**config.mk**
```make
export PLATFORM = sky130hd
export DESIGN_NAME = rand_range_picker
export DESIGN_NICKNAME = d
export VERILOG_FILES = /design/src/rtl/rand_pkg.sv /design/src/rtl/rand_range_picker.sv
export SDC_FILE = /design/constraint.sdc
export NUM_CORES = 1
export LEC_CHECK = 0
export CAP_MARGIN = 0
export CORE_MARGIN = 2
export CORE_UTILIZATION = 51
export DETAILED_ROUTE_END_ITERATION = 8
export GPL_TIMING_DRIVEN = 0
export PLACE_DENSITY_LB_ADDON = 0.08
export SYNTH_ARGS = -nofsm -noshare
export SYNTH_HDL_FRONTEND = slang
export SYNTH_SLANG_ARGS = --single-unit
export TNS_END_PERCENT = 10
```
**constraint.sdc**
```tcl
create_clock -name i_Clk -period 2.67 [get_ports i_Clk]
set_input_delay 0.267 -clock i_Clk [delete_from_list [all_inputs] [get_ports i_Clk]]
set_output_delay 0.267 -clock i_Clk [all_outputs]
set_load 0.02 [all_outputs]
```
**src/rtl/rand_pkg.sv**
```systemverilog
// Shared definitions for the bounded random value picker: FSM state
// encoding and default sizing.
package rand_pkg;

  // Controller states: waiting for a request, one-cycle seed load,
  // and repeated LFSR sampling with rejection.
  typedef enum logic [1:0] {
    ST_IDLE   = 2'd0,
    ST_SEED   = 2'd1,
    ST_SAMPLE = 2'd2
  } state_e;

  // Width of LFSR data, seed, limit and returned value.
  localparam int DEFAULT_WIDTH = 11;

  // Number of rejected LFSR samples before giving up with a zero result.
  localparam int DEFAULT_MAX_TRIES = 16;

endpackage : rand_pkg

```
**src/rtl/rand_range_picker.sv**
```systemverilog
// Rejection-sampling front end for an external LFSR: returns a value in
// [0, limit) by drawing LFSR outputs until one falls below the limit,
// falling back to zero after MAX_TRIES rejects. The LFSR is seeded from
// a free-running cycle counter on the first request after reset or after
// a reseed pulse.
module rand_range_picker
  import rand_pkg::*;
#(
  parameter int WIDTH     = DEFAULT_WIDTH,
  parameter int MAX_TRIES = DEFAULT_MAX_TRIES
) (
  input  logic             i_Clk,
  input  logic             i_Rst,
  input  logic             i_Req,
  input  logic [WIDTH-1:0] i_Limit,
  input  logic             i_Reseed,
  input  logic [WIDTH-1:0] i_LFSR_Data,
  output logic             o_LFSR_Enable,
  output logic             o_Seed_DV,
  output logic [WIDTH-1:0] o_Seed_Data,
  output logic [WIDTH-1:0] o_Value,
  output logic             o_Valid,
  output logic             o_Fallback,
  output logic             o_Err,
  output logic             o_Busy
);

  // Try counter must hold values up to MAX_TRIES-1.
  localparam int                TRY_W    = $clog2(MAX_TRIES + 1);
  localparam logic [TRY_W-1:0]  LAST_TRY = TRY_W'(MAX_TRIES - 1);

  state_e             state_q,     state_d;
  logic               seeded_q,    seeded_d;
  logic               first_q,     first_d;
  logic [WIDTH-1:0]   cnt_q,       cnt_d;
  logic [TRY_W-1:0]   tries_q,     tries_d;
  logic [WIDTH-1:0]   limit_q,     limit_d;
  logic               enable_q,    enable_d;
  logic               seed_dv_q,   seed_dv_d;
  logic [WIDTH-1:0]   seed_data_q, seed_data_d;
  logic [WIDTH-1:0]   value_q,     value_d;
  logic               valid_q,     valid_d;
  logic               fallback_q,  fallback_d;
  logic               err_q,       err_d;
  logic               busy_q,      busy_d;

  // Next-state, counter and registered-output computation.
  always_comb begin
    // NOTE: every signal gets a default before the case so that no path
    // leaves it unassigned, which would otherwise infer a latch.
    state_d     = state_q;
    seeded_d    = seeded_q;
    first_d     = 1'b0;
    cnt_d       = cnt_q + WIDTH'(1);
    tries_d     = tries_q;
    limit_d     = limit_q;
    enable_d    = 1'b0;
    seed_dv_d   = 1'b0;
    seed_data_d = seed_data_q;
    value_d     = value_q;
    valid_d     = 1'b0;
    fallback_d  = 1'b0;
    err_d       = 1'b0;

    case (state_q)
      ST_IDLE: begin
        if (i_Req) begin
          if (i_Limit == '0) begin
            // Empty range: answer immediately with an error result.
            valid_d = 1'b1;
            err_d   = 1'b1;
            value_d = '0;
          end else begin
            limit_d = i_Limit;
            tries_d = '0;
            if (!seeded_q) begin
              // An all-zero seed would lock up the LFSR, so use 1 instead.
              state_d     = ST_SEED;
              seed_dv_d   = 1'b1;
              seed_data_d = (cnt_q == '0) ? WIDTH'(1) : cnt_q;
              seeded_d    = 1'b1;
            end else begin
              state_d  = ST_SAMPLE;
              enable_d = 1'b1;
              first_d  = 1'b1;
            end
          end
        end
      end

      ST_SEED: begin
        state_d  = ST_SAMPLE;
        enable_d = 1'b1;
        first_d  = 1'b1;
      end

      ST_SAMPLE: begin
        if (first_q) begin
          // The LFSR has not stepped past its pre-request value yet.
          enable_d = 1'b1;
        end else if (i_LFSR_Data < limit_q) begin
          state_d = ST_IDLE;
          valid_d = 1'b1;
          value_d = i_LFSR_Data;
        end else if (tries_q == LAST_TRY) begin
          state_d    = ST_IDLE;
          valid_d    = 1'b1;
          fallback_d = 1'b1;
          value_d    = '0;
        end else begin
          tries_d  = tries_q + TRY_W'(1);
          enable_d = 1'b1;
        end
      end

      default: begin
        state_d = ST_IDLE;
      end
    endcase

    // A reseed request wins over the seeding of a request on the same edge.
    if (i_Reseed) begin
      seeded_d = 1'b0;
    end

    busy_d = (state_d != ST_IDLE);
  end

  // State and output registers with synchronous reset.
  always_ff @(posedge i_Clk) begin
    // NOTE: non-blocking assignments here so every register samples the
    // values from before this edge, independent of statement order.
    if (i_Rst) begin
      state_q     <= ST_IDLE;
      seeded_q    <= 1'b0;
      first_q     <= 1'b0;
      cnt_q       <= '0;
      tries_q     <= '0;
      limit_q     <= '0;
      enable_q    <= 1'b0;
      seed_dv_q   <= 1'b0;
      seed_data_q <= '0;
      value_q     <= '0;
      valid_q     <= 1'b0;
      fallback_q  <= 1'b0;
      err_q       <= 1'b0;
      busy_q      <= 1'b0;
    end else begin
      state_q     <= state_d;
      seeded_q    <= seeded_d;
      first_q     <= first_d;
      cnt_q       <= cnt_d;
      tries_q     <= tries_d;
      limit_q     <= limit_d;
      enable_q    <= enable_d;
      seed_dv_q   <= seed_dv_d;
      seed_data_q <= seed_data_d;
      value_q     <= value_d;
      valid_q     <= valid_d;
      fallback_q  <= fallback_d;
      err_q       <= err_d;
      busy_q      <= busy_d;
    end
  end

  assign o_LFSR_Enable = enable_q;
  assign o_Seed_DV     = seed_dv_q;
  assign o_Seed_Data   = seed_data_q;
  assign o_Value       = value_q;
  assign o_Valid       = valid_q;
  assign o_Fallback    = fallback_q;
  assign o_Err         = err_q;
  assign o_Busy        = busy_q;

endmodule : rand_range_picker

```
### Word-level counts from Yosys, hierarchy flattened

Index checks and enable logic that the tools add are counted.

* bits in registers: 59
* input port bits: 26

* magnitude comparators: 1
* equality and inequality tests: 10
* reductions and logical operators: 13
* muxes and demuxes: 35
* bitwise operators: 5
* add/sub/neg operators: 2

Operator list (count)
* 11-bit 2-to-1 mux: 6
* 5-bit 2-to-1 mux: 5
* 11-bit logical NOT: 2
* 11-bit case mux with 2 select lines: 1
* 1-bit 2-to-1 mux: 12
* 2-bit 2-to-1 mux: 6
* 2-bit inequality test (second input constant): 6
* 11-bit by 1-bit adder with 11-bit output (second input constant): 1
* 11-bit less-than comparator: 1
* 5-bit case mux with 2 select lines: 1
* 4-bit OR reduction: 2
* 2-bit case mux with 3 select lines: 1
* 6-bit AND reduction: 1
* 5-bit by 1-bit adder with 5-bit output (second input constant): 1
* 5-bit by 4-bit == test with 1-bit output (second input constant): 1
* 1-bit inverter: 5
* 5-bit AND reduction: 1
* 1-bit case mux with 2 select lines: 2
* 4-bit AND reduction: 1
* 2-bit nonzero test: 2
* 2-bit OR reduction: 2
* 3-bit inequality test (second input constant): 1
* 1-bit case mux with 3 select lines: 1
* 3-bit AND reduction: 1
* other kinds (3): 3

### Longest topological paths before layout

Gate-level depths: netlist (run 1).

* word-level depth: 6
* gate-level depth with buffers: 9
* depth with buffers taken out: 9

### Worst setup path after synthesis (run 1)

OpenSTA, ideal clock, no wires.

* path type: flip-flop to flip-flop
* from: reg tries_q[0]
* to: reg tries_q[3]
* path buffers: 0
* path slack: 0.466 ns
* arrival time: 2.135 ns
* stages on the path, launching flop included: 10
* required time: 2.600 ns
* path through: dfxtp_1 -> ha_1 -> and3_1 -> ha_1 -> or3b_1 -> a21oi_1 -> o221a_2 -> nand2_2 -> or3_1 -> a21boi_1

* word-level cells in the longest chain between the ends: 5
* elaborated cells on any way between the ends: 8
* those cells by class: add/sub (1); eq/ne (2); mux (4); reduce/logical (1)

RTL lines
* start: declaration: line rand_range_picker.sv:36 `logic [TRY_W-1:0] tries_q, tries_d;`
* start signal: assignment: line rand_range_picker.sv:153 `tries_q <= tries_d;`
* 5-bit by 1-bit adder with 5-bit output: line rand_range_picker.sv:111 `tries_d = tries_q + TRY_W'(1);`
* 5-bit 2-to-1 mux: line rand_range_picker.sv:105 `end else if (tries_q == LAST_TRY) begin`
* 5-bit 2-to-1 mux: line rand_range_picker.sv:101 `end else if (i_LFSR_Data < limit_q) begin`
* 5-bit 2-to-1 mux: line rand_range_picker.sv:98 `if (first_q) begin`
* 5-bit case mux with 2 select lines: line rand_range_picker.sv:65 `case (state_q)`

Parallel ways exist; a longest one is shown, timed or not. The select of a mux whose other input is x is not followed.
A chain may end at the register's enable or synchronous reset.

### Worst setup path in the final report (run 1)

Same ends and word-level chain as after synthesis.

==> results of run 1 <==
==> worst max-delay path: stages (launching register included) <==
cell and delay [ns]:
dfxtp_1 0.34, ha_1 0.22, and3_1 0.19, ha_1 0.24
or3b_1 0.38, a21oi_1 0.15, o221a_2 0.22, nand2_2 0.10
or3_1 0.36, a21boi_1 0.14
==> worst paths after layout <==
kind | depth (start not counted) | slack [ns] | end
max | 9 | 0.26 | tries_q[3]
min | 2 | 0.45 | tries_q[4]
max reg2reg | 9 | 0.26 | tries_q[3]
min reg2reg | 2 | 0.45 | tries_q[4]
==> routing by layer <==
metal / vias up / routed length, um / track usage (%)
li1: 1187 / - / -
met1: 1072 / 2680 / 27.5
met2: 52 / 2750 / 33.7
met3: 12 / 260 / 7.94
met4: 0 / 140 / 9.75
met5: - / 0 / 0
==> cell type report <==
class                           count  area, um2  share of cell area (%)
Timing Repair Buffer               53        531                    15.4
Clock buffer                        9        124                    3.59
Sequential cell                    59       1180                    34.3
Multi-Input combinational cell    220       1330                    38.5
Tap cell                           70       87.6                    2.54
Inverter                           16       60.1                    1.74
Clock inverter                      7       68.8                    2.00
Buffer                             15       68.8                    2.00
==> cells in the final DEF (no fill, tap or decap), types with 5 or more instances in the layout <==
cell / n
a21o_1: 5
a21oi_1: 33
and3_1: 5
clkbuf_1: 11
clkbuf_8: 9
clkdlybuf4s50_1: 53
dfxtp_1: 59
ha_1: 14
inv_1: 16
mux2i_1: 11
nand2_1: 54
nand2b_1: 14
nand3_1: 18
nor2_1: 15
nor4_1: 5
o21ai_0: 7
or3_1: 8
==> report_power, final <==
group,internal [mW],switching (mW)
clock network,0.426,0.362
registers,0.909,0.0168
logic,0.119,0.147
total,1.45,0.526
==> sequential cells by signal (all words and copies together), names as in the netlist <==
register,cells
cnt_q,11
limit_q,11
o_Seed_Data,11
o_Value,11
tries_q,5
state_q,2
first_q,1
o_Busy,1
o_Err,1
o_Fallback,1
o_LFSR_Enable,1
o_Seed_DV,1
o_Valid,1
seeded_q,1
==> cells by family (layout without fill, tap and decap cells) <==
| group | after synthesis | in the layout | synth area share [%] |
|---|---|---|---|
| AOI/OAI and AO/OA | 59 | 59 | 13.9 |
| xor gates and xnor gates | 6 | 6 | 1.99 |
| adders and majority gates | 14 | 14 | 6.65 |
| buffers and inverters | 31 | 100 | 4.89 |
| DFF | 59 | 59 | 44.8 |
| muxes | 11 | 11 | 4.18 |
| and+or+nand+nor | 130 | 130 | 23.6 |
==> through the flow <==
| stage | setup WS (ns) | instance area [um2] | hold slack (ns) | std cells | power, mW |
|---|---|---|---|---|---|
| 2_1_floorplan | 0.466 | 2640 | 0.340 | 310 | 1.11 |
| 3_3_place_gp | 0.0279 | 3250 | 0.441 | 433 | 1.21 |
| 3_5_place_dp | 0.00776 | 3250 | 0.446 | 433 | 1.21 |
| 4_1_cts | 0.268 | 3450 | 0.455 | 449 | 2.00 |
| 5_1_grt | 0.130 | 3450 | 0.474 | 449 | 2.08 |
| 6_report | 0.262 | 3450 | 0.451 | 449 | 1.98 |
==> cells in the mapped netlist <==
cell type and count:
a31oi_1 2, nor4_1 5, clkbuf_1 11, nand2_1 54
nand3_1 18, o21ai_0 7, o2111ai_1 1, a221oi_2 1
buf_2 1, dfxtp_1 59, a2111oi_2 1, and3_1 5
nor3_1 3, mux2i_1 11, o31a_1 1, nor2b_1 2
or3_1 8, o32a_2 1, a21oi_1 33, a221oi_1 1
xor2_1 4, and2_1 1, xnor2_1 2, or2b_1 2
nor2_1 15, o21ai_1 1, a311oi_1 1, buf_4 3
nand2b_1 14, ha_1 14, a211oi_1 2, nand4b_1 1
inv_1 16, a21o_1 5, o221a_2 1, nand2_2 1
a21boi_1 1, or3b_1 1
==> flow_summary_export.csv, run 1 <==
group,metric,value,unit
detailed_routing,firstDrtPassIters,4,
place,gp_congestion,0.870,
clock_tree,cts_resized,0,
power,leakage,1.24,nW
clock_tree,hold_buffers,0,
worst_setup_path,crit_start,"tries_q[0]",
timing,worstMarginPinSlew,0.550,ns
floorplanning,die_w,75.9,um
layout,area_growth,30.8,%
detailed_routing,wl,5830,um
detailed_routing,detail_route.drc_violations,0,
logic_synthesis,synth_top_cell_area_share,44.8,%
logic_synthesis,syn_area,2640,um2
clock_tree,cts_tree,"built",
floorplanning,core,5040,um2
clock_tree,clk_pin_slew_worst_paths,0.07,ns
layout,fillers,446,
logic_synthesis,ys_seq_elements,59,
layout,antennaDiodeCount,0,
floorplanning,dieArea,5760,um2
worst_setup_path,cp.arrival,2.68,ns
logic_synthesis,synth_area_leaders,"dfxtp_1 (45%), nand2_1 (7.7%), ha_1 (6.6%)",
power,ir_drop,0.368,mV
clock_tree,clk_latency,0.34,ns
clock_tree,clock_sinks,59,
floorplanning,start_util,52.3,%
clock_tree,cts_setup_buffers,0,
global_routing,grt_overflow,0,
global_routing,grt_max_degree,12,
detailed_routing,vias,2323,
worst_setup_path,required,2.94,ns
power,powerDensity,575,nW/um2
detailed_routing,ant_nets,0,
layout,nets,414,
outcome,outcome,"completed",
clock_tree,cts-buffers-inserted,9,
logic_synthesis,synth_cell_types,38,
logic_synthesis,synth_top_area_cell,"dfxtp_1",
clock_tree,cts_root_buf,"clkbuf_8",
worst_setup_path,reg2reg_from,"tries_q[0]",
timing,setup_viol,0,
worst_setup_path,start_kind,"flip-flop",
clock_tree,cts-htree-levels,3,
detailed_routing,routed_via_density,5.17,
clock_tree,clockBufferDepth,2,
place,dp_hpwl,4350,um
timing,fmax,415,MHz
layout,layout-drive-gt1-share,6.60,%
run,cap_viol_max_count,0,
worst_hold_path,hp-class,"reg -> reg",
floorplanning,die_h,75.9,um
timing,maxSlewViolCount,0,
global_routing,grt_pass1_wl,9260,um
global_routing,antenna_found_initial,0,
logic_synthesis,ys_seq_area_share,44.8,%
timing,rsz0062_at_grt,"false",
place,place.port_buffers,53,
detailed_routing,drtIter0Drc,121,
detailed_routing,wl_per_cell,13.0,um
logic_synthesis,synth_nets,350,
worst_setup_path,cp_max_fo,8,
worst_setup_path,end_kind,"flip-flop",
floorplanning,ios,54,
layout,utilization,68.3,%
global_routing,track_usage,21.9,%
logic_synthesis,syn_avg_cell_area,8.50,um2
global_routing,grt_pass1_vias,2069,
timing,skew,0.00756,ns
worst_setup_path,path_class,"reg -> reg",
timing,final.setup.tns,0,ns
timing,final_hold_viol_count,0,
floorplanning,rows,26,
timing,finalCriticalPeriod,2.41,ns
timing,period_share,90.2,%
timing,maxSlewHeadroom,63.4,%
logic_synthesis,yosysWarnings,0,
logic_synthesis,synthCells,310,
worst_hold_path,hold_path_startpoint,"tries_q[4]",
No activity file was read; power rests on OpenSTA's default activity.
==> run 2: changes to the inputs <==
--- a/config.mk
+++ b/config.mk
@@ -6,6 +6,7 @@
 export NUM_CORES = 1
 export LEC_CHECK = 0
 export CAP_MARGIN = 0
+export CORE_ASPECT_RATIO = 2
 export CORE_MARGIN = 2
 export CORE_UTILIZATION = 51
 export DETAILED_ROUTE_END_ITERATION = 8
==> flow_summary_export.csv, run 2 (synthesis gave the netlist of run 1 again) <==
group,metric,value,unit
worst_hold_path,hp-class,"reg -> reg",
floorplanning,rows,37,
floorplanning,dieArea,5790,um2
floorplanning,ios,54,
worst_setup_path,start_kind,"flip-flop",
layout,layout-drive-gt1-share,5.80,%
worst_setup_path,cp.arrival,2.66,ns
detailed_routing,routed_via_density,5.32,
layout,antennaDiodeCount,0,
clock_tree,cts_setup_buffers,0,
timing,worstMarginPinSlew,0.583,ns
detailed_routing,detail_route.drc_violations,0,
power,total_power,2.03,mW
timing,final.setup.tns,0,ns
timing,worst_slack,0.285,ns
timing,rsz0062_at_grt,"false",
timing,maxSlewHeadroom,61.1,%
detailed_routing,ant_nets,0,
clock_tree,clock_sinks,59,
worst_setup_path,required,2.95,ns
power,pwr-share-comb,13.2,%
global_routing,grt_pass1_vias,2228,
clock_tree,cts_resized,0,
worst_setup_path,end_kind,"flip-flop",
power,p_int,1.54,mW
floorplanning,die_h,106,um
power,pwr-share-seq,45.6,%
place,place.port_buffers,53,
floorplanning,start_util,52.2,%
global_routing,grt_overflow,0,
layout,final_cell_mix,"dfxtp_1 (59), nand2_1 (54), clkdlybuf4s50_1 (53)",
power,leakage,1.25,nW
timing,setup_viol,0,
timing,fmax,419,MHz
detailed_routing,vias,2323,
clock_tree,cts_root_buf,"clkbuf_8",
run,cap_viol_max_count,0,
worst_setup_path,path_class,"reg -> reg",
global_routing,grt_pass1_wl,9760,um
layout,nets,414,
global_routing,grt_max_degree,11,
timing,maxSlewViolCount,0,
floorplanning,die_w,54.8,um
clock_tree,cts-buffers-inserted,9,
worst_setup_path,cp_max_fo,8,
layout,seqCellArea,1180,um2
clock_tree,cts_tree,"built",
clock_tree,clockBufferDepth,2,
detailed_routing,wl,5830,um
clock_tree,cts-htree-levels,3,
outcome,outcome,"completed",
power,ir_drop,0.447,mV
layout,multi_input_area,1330,um2
power,p_clk_share,41.2,%
power,power_switching,0.492,mW
detailed_routing,firstDrtPassIters,4,
detailed_routing,wl_per_cell,13.4,um
layout,final_common_cell,"dfxtp_1",
clock_tree,hold_buffers,0,
clock_tree,clk_pin_slew_worst_paths,0.06,ns
floorplanning,core,5050,um2
detailed_routing,drtIter0Drc,59,
layout,fillers,476,
place,gp_congestion,0.910,
global_routing,track_usage,23.3,%
timing,final_hold_viol_count,0,
layout,area_growth,30.7,%
timing,skew,0.00439,ns
timing,finalCriticalPeriod,2.39,ns
clock_tree,clk_latency,0.34,ns
place,dp_hpwl,4340,um
power,switching_share,24.2,%
power,powerDensity,589,nW/um2
place,place_ws,0.0298,ns
timing,period_share,89.3,%
global_routing,antenna_found_initial,0,
## run 2: cell count changes in the layout (fill, tap and decap cells not counted), sizes merged
cell      delta
clkinv       -4
clkbuf       +6
clkinvlp     -2
## run 2: metal layers
metal | up-vias | global-route usage [%] | wire, um
met3 | 16 | 6.37 | 256
li1 | 1188 | - | -
met1 | 1059 | 29.0 | 2600
met4 | 0 | 14.3 | 184
met5 | - | 0 | 0
met2 | 60 | 34.2 | 2790
## run 2: worst max-delay path, cell delays in order, from the launching register on
cell and delay (ns):
dfxtp_1 0.33, ha_1 0.22, and3_1 0.18, ha_1 0.24
or3b_1 0.39, a21oi_1 0.16, o221a_2 0.21, nand2_2 0.09
or3_1 0.36, a21boi_1 0.14
## run 2: worst paths after layout
path                  start        endpoint  slack (ns)  depth (start not counted)
max              tries_q[0]      tries_q[3]        0.28                          9
min          o_Seed_Data[1]  o_Seed_Data[1]        0.45                          2
max reg2reg      tries_q[0]      tries_q[3]        0.28                          9
min reg2reg  o_Seed_Data[1]  o_Seed_Data[1]        0.45                          2
## run 2: per-stage QoR
stage | cell area (um2) | hold WS, ns | util (%) | instances
floorplan | 2640 | 0.340 | - | 310
global placement | 3240 | 0.442 | 64.2 | 421
detailed placement | 3240 | 0.445 | 64.2 | 421
CTS | 3440 | 0.452 | 68.3 | 437
global route | 3440 | 0.478 | 68.3 | 437
finish | 3440 | 0.450 | 68.3 | 437
## run 2: area by class of cell
type,count,area share (%)
well taps,58,2.11
clock buffers,15,5.12
repair buffers,53,15.4
flip-flops and latches,59,34.3
clock inverters,1,0.872
multi-input cells,220,38.5
plain buffers,15,2.00
inverters,16,1.74
## run 2: power by group through the flow
| stage | logic [mW] | clock network, mW | registers, mW |
|---|---|---|---|
| finish | 0.267 | 0.837 | 0.926 |
| global route | 0.298 | 0.898 | 0.929 |
| CTS | 0.267 | 0.858 | 0.926 |
| detailed placement | 0.265 | 0 | 0.945 |
| global placement | 0.259 | 0 | 0.944 |
| floorplan | 0.154 | 0 | 0.952 |
